File: src/rtl/iter_div_if.sv
// iter_div_if: request/result bundle between the execute stage (master) and iter_div (slave).
interface iter_div_if;
  logic        is_flush;
  logic        is_stall;
  logic        en;
  logic        is_signed;
  logic [31:0] dividend;
  logic [31:0] divisor;
  logic [31:0] quotient;
  logic [31:0] remainder;
  logic        done;
  modport master (output is_flush, is_stall, en, is_signed, dividend, divisor,
                  input quotient, remainder, done);
  modport slave (input is_flush, is_stall, en, is_signed, dividend, divisor,
                 output quotient, remainder, done);
endinterface

File: src/rtl/iter_div.sv
// iter_div: 32-bit radix-2 restoring divider, signed/unsigned, one quotient bit per cycle.
// Define DIV_EARLY_OUT_EN to finish divide-by-zero and |dividend| < |divisor| at the start edge.
module iter_div (
  input  logic       clk,
  input  logic       rst_n,
  iter_div_if.slave  bus
);
  typedef enum logic [1:0] {IDLE, CALC, DONE} state_t;
  state_t      state, state_nx;
  logic [31:0] a, r, d, q_r, r_r, am, bm, a_nx, r_nx;
  logic        qs, rs, ge, early, start;
  logic [4:0]  cnt;
  logic [32:0] sh;
  assign am = (bus.is_signed & bus.dividend[31]) ? -bus.dividend : bus.dividend;
  assign bm = (bus.is_signed & bus.divisor[31]) ? -bus.divisor : bus.divisor;
`ifdef DIV_EARLY_OUT_EN
  assign early = (bus.divisor == '0) || (am < bm);
`else
  assign early = 1'b0;
`endif
  assign start = state == IDLE && bus.en;
  assign sh = {r, a[31]};
  assign ge = sh >= {1'b0, d};
  assign a_nx = {a[30:0], ge};
  assign r_nx = ge ? 32'(sh - {1'b0, d}) : sh[31:0];
  assign bus.quotient = q_r;
  assign bus.remainder = r_r;
  assign bus.done = state == DONE;
  always_ff @(posedge clk or negedge rst_n)
    if (!rst_n) state <= IDLE;
    else state <= state_nx;
  always_comb begin
    state_nx = state;
    if (bus.is_flush) state_nx = IDLE;
    else if (start) state_nx = early ? DONE : CALC;
    else if (state == CALC && cnt == 5'd31) state_nx = DONE;
    else if (state == DONE && !bus.is_stall) state_nx = IDLE;
  end
  // Quotient sign is suppressed for a zero divisor so the all-ones result survives fixup.
  always_ff @(posedge clk or negedge rst_n) begin
    if (!rst_n) begin
      a <= '0;
      r <= '0;
      d <= '0;
      qs <= 1'b0;
      rs <= 1'b0;
      cnt <= '0;
      q_r <= '0;
      r_r <= '0;
    end else if (!bus.is_flush) begin
      if (start) begin
        a <= am;
        d <= bm;
        r <= '0;
        cnt <= '0;
        qs <= bus.is_signed & (bus.dividend[31] ^ bus.divisor[31]) & |bus.divisor;
        rs <= bus.is_signed & bus.dividend[31];
        if (early) begin
          q_r <= (bus.divisor == '0) ? '1 : '0;
          r_r <= bus.dividend;
        end
      end else if (state == CALC) begin
        a <= a_nx;
        r <= r_nx;
        cnt <= cnt + 5'd1;
        if (cnt == 5'd31) begin
          q_r <= qs ? -a_nx : a_nx;
          r_r <= rs ? -r_nx : r_nx;
        end
      end
    end
  end
endmodule

File: src/flat_wrapper.sv
// flat-port wrapper written by rule: the top's interface ports become plain ports
module iter_div_flat 
  (clk, rst_n, bus_is_flush, bus_is_stall, bus_en, bus_is_signed, bus_dividend, bus_divisor, bus_quotient, bus_remainder, bus_done);
  iter_div_if bus_i ();
  input  logic clk;
  input  logic rst_n;
  input wire logic [$bits(bus_i.is_flush)-1:0] bus_is_flush;
  input wire logic [$bits(bus_i.is_stall)-1:0] bus_is_stall;
  input wire logic [$bits(bus_i.en)-1:0] bus_en;
  input wire logic [$bits(bus_i.is_signed)-1:0] bus_is_signed;
  input wire logic [$bits(bus_i.dividend)-1:0] bus_dividend;
  input wire logic [$bits(bus_i.divisor)-1:0] bus_divisor;
  output wire logic [$bits(bus_i.quotient)-1:0] bus_quotient;
  output wire logic [$bits(bus_i.remainder)-1:0] bus_remainder;
  output wire logic [$bits(bus_i.done)-1:0] bus_done;
  assign bus_i.is_flush = bus_is_flush;
  assign bus_i.is_stall = bus_is_stall;
  assign bus_i.en = bus_en;
  assign bus_i.is_signed = bus_is_signed;
  assign bus_i.dividend = bus_dividend;
  assign bus_i.divisor = bus_divisor;
  assign bus_quotient = bus_i.quotient;
  assign bus_remainder = bus_i.remainder;
  assign bus_done = bus_i.done;
  iter_div u_core (.clk(clk), .rst_n(rst_n), .bus(bus_i));
endmodule
File: config.mk
export PLATFORM = sky130hd
export DESIGN_NAME = iter_div_flat
export DESIGN_NICKNAME = d
export VERILOG_FILES = /design/src/rtl/iter_div_if.sv /design/src/rtl/iter_div.sv /design/src/flat_wrapper.sv
export SDC_FILE = /design/constraint.sdc
export NUM_CORES = 1
export LEC_CHECK = 0
export BUFFER_PORTS_ARGS = -buffer_cell sky130_fd_sc_hd__buf_2
export CAP_MARGIN = 20
export CORE_MARGIN = 4
export CORE_UTILIZATION = 35
export DETAILED_ROUTE_END_ITERATION = 10
export HOLD_SLACK_MARGIN = 0.1
export PLACE_DENSITY = 0.48
export SYNTH_ARGS = -nofsm -noshare
export SYNTH_HDL_FRONTEND = slang
export SYNTH_SLANG_ARGS = --single-unit
File: constraint.sdc
create_clock -name clk -period 10.9 [get_ports clk]
set_input_delay 0.545 -clock clk [delete_from_list [all_inputs] [get_ports clk]]
set_output_delay 0.545 -clock clk [all_outputs]
set_load 0.02 [all_outputs]
==> summary.md, run 1 <==
| Metric | Value |
|---|---|
| Post-Synthesis Mean Instance Area | `7.98 sq um` |
| # IOs | `135` |
| VDD IR-drop max | `0.000144 V` |
| FFs w/ async S/R, synth | `100%` |
| Vias in the first global route | `10.1k` |
| Yosys reg bits | `169` |
| Yosys cell types | `80` |
| DRT antenna net count | `0` |
| Fin. Hold Viols | `0` |
| Initial Utilization | `35.5%` |
| Die W | `193 um` |
| DPL Wire Length | `29800 um` |
| Sequential cell area | `4230 sq um` |
| CTS max path bufs | `2` |
| Slew Limit Fails | `0` |
| CP Launch Point | `u_core.d[26]$_DFFE_PN0P_` |
| Area growth, synth to finish | `13.7%` |
| CP Data Arrival Time | `5.66 ns` |
| Nets@finish | `1680` |
| Critical Path Max Stage Delay | `0.53 ns` |
| Setup Slack @ Placement | `5.54 ns` |
| CTS tree | `yes` |
| First-pass DRT Iterations | `5` |
| First-pass GRT wire length | `60400 um` |
| Clock latency on the worst-skew pair | `0.45 ns` |
| CP top delay family | `simple AND/OR/NAND/NOR gates` |
| Synth Area in Compound Gates | `23.2%` |
| EDFF count, synth | `0` |
| Critical Path Start Type | `register` |
| Setup TNS | `0 ns` |
| Num Clock Sinks | `169` |
| Avg Vias per Cell | `5.37` |
| Row Count | `67` |
| WHS | `0.337 ns` |
| CTS clk-pin slew, worst paths | `0.08 ns` |
| Cell Int Power | `1.87 mW` |
| Most Crowded Layer GR | `met1` |
| Met2 usage | `27.4%` |
| Reg2reg start | `u_core.d[26]$_DFFE_PN0P_` |
| Final GP Congestion | `0.909` |
| Synth area leader | `dfrtp_1` |
| Root Driver | `clkbuf_16` |
| Routed WL | `38700 um` |
| Layout cell share with drive strength beyond 1 | `12.8%` |
| Postcts setup bufs | `0` |
| Synth Area in Simple Gates | `20.4%` |
| Die height | `193 um` |
| Clock power share | `18.3%` |
| Critical Path End Type | `register` |
| Fin worst setup slack | `5.56 ns` |
| Post-synth top area share | `35.5%` |
| RSZ-0062 raised after global routing | `false` |
| Total Power | `3.62 mW` |
| Pwr per Cell Area | `267 nW/um^2` |
| Finished Cell Area | `13600 sq um` |
| Slew margin rel. | `29.2%` |
| WS Path Type | `reg -> reg` |
| Setup Viol. Count Final | `0` |
| Main synth FF type | `dfrtp_1` |
| DRT iter0 DRCs | `800` |
| Largest net degree at the start of global routing | `128` |
| Status | `completed` |
| Fmax | `0.187 GHz` |
| Buf+Inv Stages, Crit Path | `2` |
| Worst hold path class | `in -> reg` |
| Hold Path Origin | `bus_is_flush` |
| Initial antenna violation count | `0` |
| Crit path max-delay cell type | `nor4_1` |
| FILL cells | `3524` |
| Final Cycle Share | `49.0%` |
| Via Count | `10.9k` |
| Crit path cell chain | `inv_1 -> ha_1 -> nand4_1 -> nor4_1 -> a21oi_1 -> o21a_1 -> nand2_4 -> inv_2 -> mux2i_1 -> ha_1 -> nor4b_2 -> nand4_1 -> o31ai_1 -> xor2_1 -> o21ai_1` |
| Min Tclk post-route | `5.34 ns` |
| DP Area | `12900 sq um` |
| Synthesized area | `11900 sq um` |
| Setup Skew | `0.0177 ns` |
| DRC | `0` |
| M3 GR Usage | `3.17%` |
| Yosys warnings | `0` |
| Psw | `1.75 mW` |
| Sw Ratio | `48.4%` |
| Die ar. | `37100 sq um` |
| CTS resizes | `0` |
| CTS Buf Count | `17` |
| CP required | `11.21 ns` |
| Synth area leaders | `dfrtp_1, o21ai_0, nand2_1` |
| Adder-cell share of the synthesized area | `4.16%` |
| Largest family of logic cells by synthesized area | `compound AO/OA/AOI/OAI gates` |
| Logic gate share of total power | `58.0%` |
| Part of the power in registers | `23.7%` |
| WL/cell | `19.0 um` |
| # port buffers | `134` |
| Multi-input logic area | `7160 sq um` |
| Total global routing track utilization | `20.8%` |
| Max_cap viols | `0` |
| XOR/XNOR Fraction of Synth Area | `9.77%` |
| Worst-Margin Slew | `1.06 ns` |
| Post-Syn Instances | `1493` |
| Leakage | `5.97 nW` |
| CORE AREA | `33500 sq um` |
| Mux cell area share after synthesis | `2.35%` |
| Syn nets | `1602` |
| Grt ovf | `0` |
| Worst-path maximum fanout | `49` |
| Htree depth | `4` |
| Met1 Use GR | `35.2%` |
| Sequential-to-total area share from yosys stat | `35.5%` |
==> stage by stage <==
stage / std cells / utilization (%)
finish: 2033 / 40.4
global placement: 1997 / 38.4
detailed placement: 1997 / 38.4
CTS: 2030 / 40.3
global route: 2032 / 40.4
floorplan: 1493 / -
==> cell families (layout without fill, tap and decap cells) <==
group,after synthesis,in the layout
AND/OR/NAND/NOR,521,521
AO/OA/AOI/OAI,464,464
flip-flops,169,169
buffers and inverters,140,231
XOR/XNOR,133,133
adder cells (fa/ha/maj),39,39
multiplexers,27,27
other,0,1
==> path summary, 6_finish.rpt <==
check,cells past startpoint,slack (ns),to
worst max register to register,15,5.56,u_core.bus.remainder[26]$_DFFE_PN0P_
worst min register to register,2,0.48,u_core.bus.remainder[9]$_DFFE_PN0P_
max in group asynchronous,4,8.22,u_core.bus.quotient[18]$_DFFE_PN0P_
worst max-delay path,15,5.56,u_core.bus.remainder[26]$_DFFE_PN0P_
min in group asynchronous,2,0.59,u_core.bus.remainder[19]$_DFFE_PN0P_
worst min-delay path,2,0.34,u_core.state[1]$_DFFE_PN0P_
==> timing repair <==
action                                  4_1_cts  5_1_grt
hold buffers                                  1        0
endpoints found under the setup margin        0        0
endpoints found under the hold margin        41        0
==> worst reg2reg max path, cell delays in order (launching register included) <==
cell and delay [ns]:
dfrtp_1 0.35, inv_1 0.11, ha_1 0.47, nand4_1 0.31, nor4_1 0.53, a21oi_1 0.16, o21a_1 0.29, nand2_4 0.50
inv_2 0.44, mux2i_1 0.37, ha_1 0.33, nor4b_2 0.49, nand4_1 0.30, o31ai_1 0.33, xor2_1 0.17, o21ai_1 0.07
==> power groups by stage <==
stage / clock, mW / sequential, mW / combinational, mW
finish: 0.662 / 0.858 / 2.10
global route: 0.702 / 0.874 / 2.32
CTS: 0.678 / 0.855 / 2.08
detailed placement: 0 / 0.866 / 2.07
global placement: 0 / 0.862 / 2.09
floorplan: 0 / 0.808 / 1.56
==> routing by layer <==
layer | vias to the layer above | wire (um)
met5 | - | 0
met4 | 0 | 312
met3 | 21 | 2180
met2 | 324 | 14900
met1 | 5116 | 21300
li1 | 5463 | -
==> state kept, by name (all words and copies together), names as in the netlist <==
name,cells
u_core.r,32
u_core.bus.quotient,32
u_core.state,2
u_core.d,32
u_core.cnt,5
u_core.rs,1
u_core.a,32
u_core.bus.remainder,32
u_core.qs,1
==> cells in the mapped netlist (12+ instances only) <==
master,number
xnor2_1,62
o31ai_1,22
or3_1,26
inv_1,52
dfrtp_1,169
o21ai_0,225
mux2i_1,22
nor2_1,95
xor2_1,71
ha_1,38
nor4_1,20
a21oi_1,101
nand2_1,226
clkbuf_1,67
nor3_1,29
nand3_1,41
nand4_1,18
a31oi_1,12
==> final cells by class <==
| type | count | share of cell area [%] |
|---|---|---|
| multi-input combinational | 1184 | 52.8 |
| tap | 448 | 4.14 |
| timing repair buffer | 146 | 5.81 |
| sequential | 169 | 31.2 |
| inverter | 53 | 1.47 |
| clock inverter | 12 | 1.19 |
| clock buffer | 20 | 3.37 |
| antenna | 1 | 0.0185 |
==> cells in the final DEF (no fill, tap or decap), types with 11 or more instances in the layout <==
cell         n
a211oi_1    11
inv_1       52
buf_2      133
xor2_1      71
o31ai_1     22
nor4_1      20
clkbuf_16   17
ha_1        38
nand2_1    224
nand3_1     41
a31oi_1     12
o41ai_1     11
nand4_1     18
or3_1       26
a21oi_1    101
nor3_1      29
o21ai_0    225
dfrtp_1    169
nor2_1      94
xnor2_1     62
mux2i_1     22
Power figures use the tool's default switching activity.
==> inputs of run 2 (changes only) <==
Clock period 10.9 ns to 5.1 ns, I/O delays scaled along.
==> summary.md, run 2 (same netlist as run 1, synthesis figures left out) <==
| Metric | Value |
|---|---|
| Status | `completed` |
| Initial Utilization | `35.5% (unchanged)` |
| Nets@finish | `1695 (+0.89%)` |
| Fmax | `0.218 GHz (+16%)` |
| Setup Viol. Count Final | `0 (unchanged)` |
| CTS clk-pin slew, worst paths | `0.08 ns (about the same)` |
| Slew margin rel. | `26.7% (-2.6 points)` |
| # IOs | `135 (unchanged)` |
| Setup Skew | `0.0142 ns (-0.00346 ns)` |
| First-pass DRT Iterations | `5 (unchanged)` |
| ANT cells | `0 (-1)` |
| Postcts setup bufs | `0 (unchanged)` |
| Slew Limit Fails | `0 (unchanged)` |
| Commonest non-fill, non-tap cell in the layout | `o21ai_0` |
| Routed WL | `38600 um (about the same)` |
| CTS resizes | `0 (unchanged)` |
| Total global routing track utilization | `20.7% (-0.094 points)` |
| Final GP Congestion | `0.874 (-3.9%)` |
| CTS tree | `yes` |
| Worst-path maximum fanout | `35 (-29%)` |
| FILL cells | `3486 (-1.1%)` |
| Largest net degree at the start of global routing | `129 (+0.78%)` |
| Final Cycle Share | `90.0% (+41 points)` |
| Setup Slack @ Placement | `0.557 ns (-4.98 ns)` |
| CP Data Arrival Time | `4.90 ns (-0.76 ns)` |
| Area growth, synth to finish | `15.1%` |
| Setup TNS | `0 ns (unchanged)` |
| CP Launch Point | `u_core.r[15]$_DFFE_PN0P_` |
| Fin worst setup slack | `0.510 ns (-5.05 ns)` |
| Num Clock Sinks | `169 (unchanged)` |
| WL/cell | `18.9 um (-0.71%)` |
| Grt ovf | `0 (unchanged)` |
| VDD IR-drop max | `0.000313 V (+120%)` |
| Htree depth | `4 (unchanged)` |
| DRC | `0 (unchanged)` |
| Hold Path Origin | `bus_is_signed` |
| Die height | `193 um (unchanged)` |
| Critical Path End Type | `register` |
| Critical Path Start Type | `register` |
| Fin. Hold Viols | `0 (unchanged)` |
| Initial antenna violation count | `1 (+1)` |
| Leakage | `6.05 nW (+1.4%)` |
| Die ar. | `37100 sq um (unchanged)` |
| Reg2reg start | `u_core.r[15]$_DFFE_PN0P_` |
| Root Driver | `clkbuf_16` |
| RSZ-0062 raised after global routing | `false` |
| DRT antenna net count | `0 (unchanged)` |
| Via Count | `11.0k (+0.35%)` |
| CORE AREA | `33500 sq um (unchanged)` |
| Vias in the first global route | `10.1k (+0.049%)` |
| CP required | `5.41 ns (-5.80 ns)` |
| CTS max path bufs | `2 (unchanged)` |
| Util after Layout | `40.9% (+0.49 points)` |
| CTS Buf Count | `17 (unchanged)` |
| Total Power | `7.96 mW (+120%)` |
| First-pass GRT wire length | `60200 um (-0.32%)` |
| Row Count | `67 (unchanged)` |
| Worst-Margin Slew | `1.10 ns (+0.0383 ns)` |
| Worst hold path class | `in -> reg` |
| Leading cell types in the layout, fill and taps excluded | `o21ai_0, nand2_1, dfrtp_1` |
| DPL Wire Length | `29700 um (-0.24%)` |
| Die W | `193 um (unchanged)` |
| # port buffers | `134 (unchanged)` |
| WS Path Type | `reg -> reg` |
| Max_cap viols | `0 (unchanged)` |
| DRT iter0 DRCs | `768 (-4.0%)` |
| Avg Vias per Cell | `5.36 (-0.34%)` |
| Pwr per Cell Area | `580 nW/um^2 (+120%)` |
| Layout cell share with drive strength beyond 1 | `13.4% (+0.63 points)` |
| Clock latency on the worst-skew pair | `0.45 ns (about the same)` |
| Min Tclk post-route | `4.59 ns (-0.755 ns)` |
[run 2: area by class of cell]
type | instances | area, sq um | area share (%)
multi-input combinational | 1184 | 7160 | 52.2
timing repair buffer | 161 | 937 | 6.83
clock buffer | 19 | 453 | 3.30
sequential | 169 | 4230 | 30.8
clock inverter | 13 | 181 | 1.32
tap | 448 | 561 | 4.09
inverter | 53 | 199 | 1.45
[run 2: what timing repair did]
action | in CTS | in global routing
setup endpoints to repair | 0 | 0
hold buffers | 5 | 0
hold endpoints to repair | 89 | 0
[run 2: through the flow]
stage,cells,hold slack [ns],instance area [sq um]
after detailed placement,2008,0.392,13000
after CTS,2045,0.106,13700
after global routing,2047,0.126,13700
after global placement,2008,0.399,13000
after floorplan,1493,-0.0406,11900
final,2047,0.114,13700
[run 2: critical path: stages, from the launching register on]
cell	delay, ns
dfrtp_1	0.43
ha_1	0.50
nand4_1	0.29
nor4_1	0.57
a21oi_1	0.16
o21a_1	0.30
nand2_4	0.21
buf_12	0.26
mux2_1	0.38
nor4b_2	0.47
nand4_1	0.31
o31ai_1	0.32
xor2_1	0.18
o21ai_1	0.07
[run 2: worst paths after layout]
check | end | slack, ns | depth (start not counted)
setup / recovery | u_core.bus.remainder[28]$_DFFE_PN0P_ | 0.51 | 13
hold / removal | u_core.qs$_DFFE_PN0P_ | 0.11 | 3
max in group asynchronous | u_core.d[31]$_DFFE_PN0P_ | 3.52 | 3
min in group asynchronous | u_core.bus.remainder[25]$_DFFE_PN0P_ | 0.45 | 2
setup reg to reg | u_core.bus.remainder[28]$_DFFE_PN0P_ | 0.51 | 13
hold reg to reg | u_core.bus.quotient[27]$_DFFE_PN0P_ | 0.47 | 2
[run 2: layer usage]
| metal | global-route usage (%) | wire length [um] | share of wire (%) | vias up |
|---|---|---|---|---|
| met5 | 0 | 0 | 0 | - |
| met4 | 3.21 | 218 | 0.56 | 0 |
| met3 | 3.00 | 1920 | 5.0 | 15 |
| met2 | 27.5 | 15000 | 39 | 298 |
| met1 | 35.1 | 21500 | 56 | 5157 |
| li1 | - | - | - | 5492 |
[run 2: where the power goes]
group | internal (mW) | leakage (nW) | total [mW] | switching, mW
sequential | 1.54 | 2.27 | 1.83 | 0.289
combinational | 1.77 | 3.48 | 4.68 | 2.92
clock | 0.813 | 0.302 | 1.44 | 0.630
total | 4.12 | 6.05 | 7.96 | 3.84
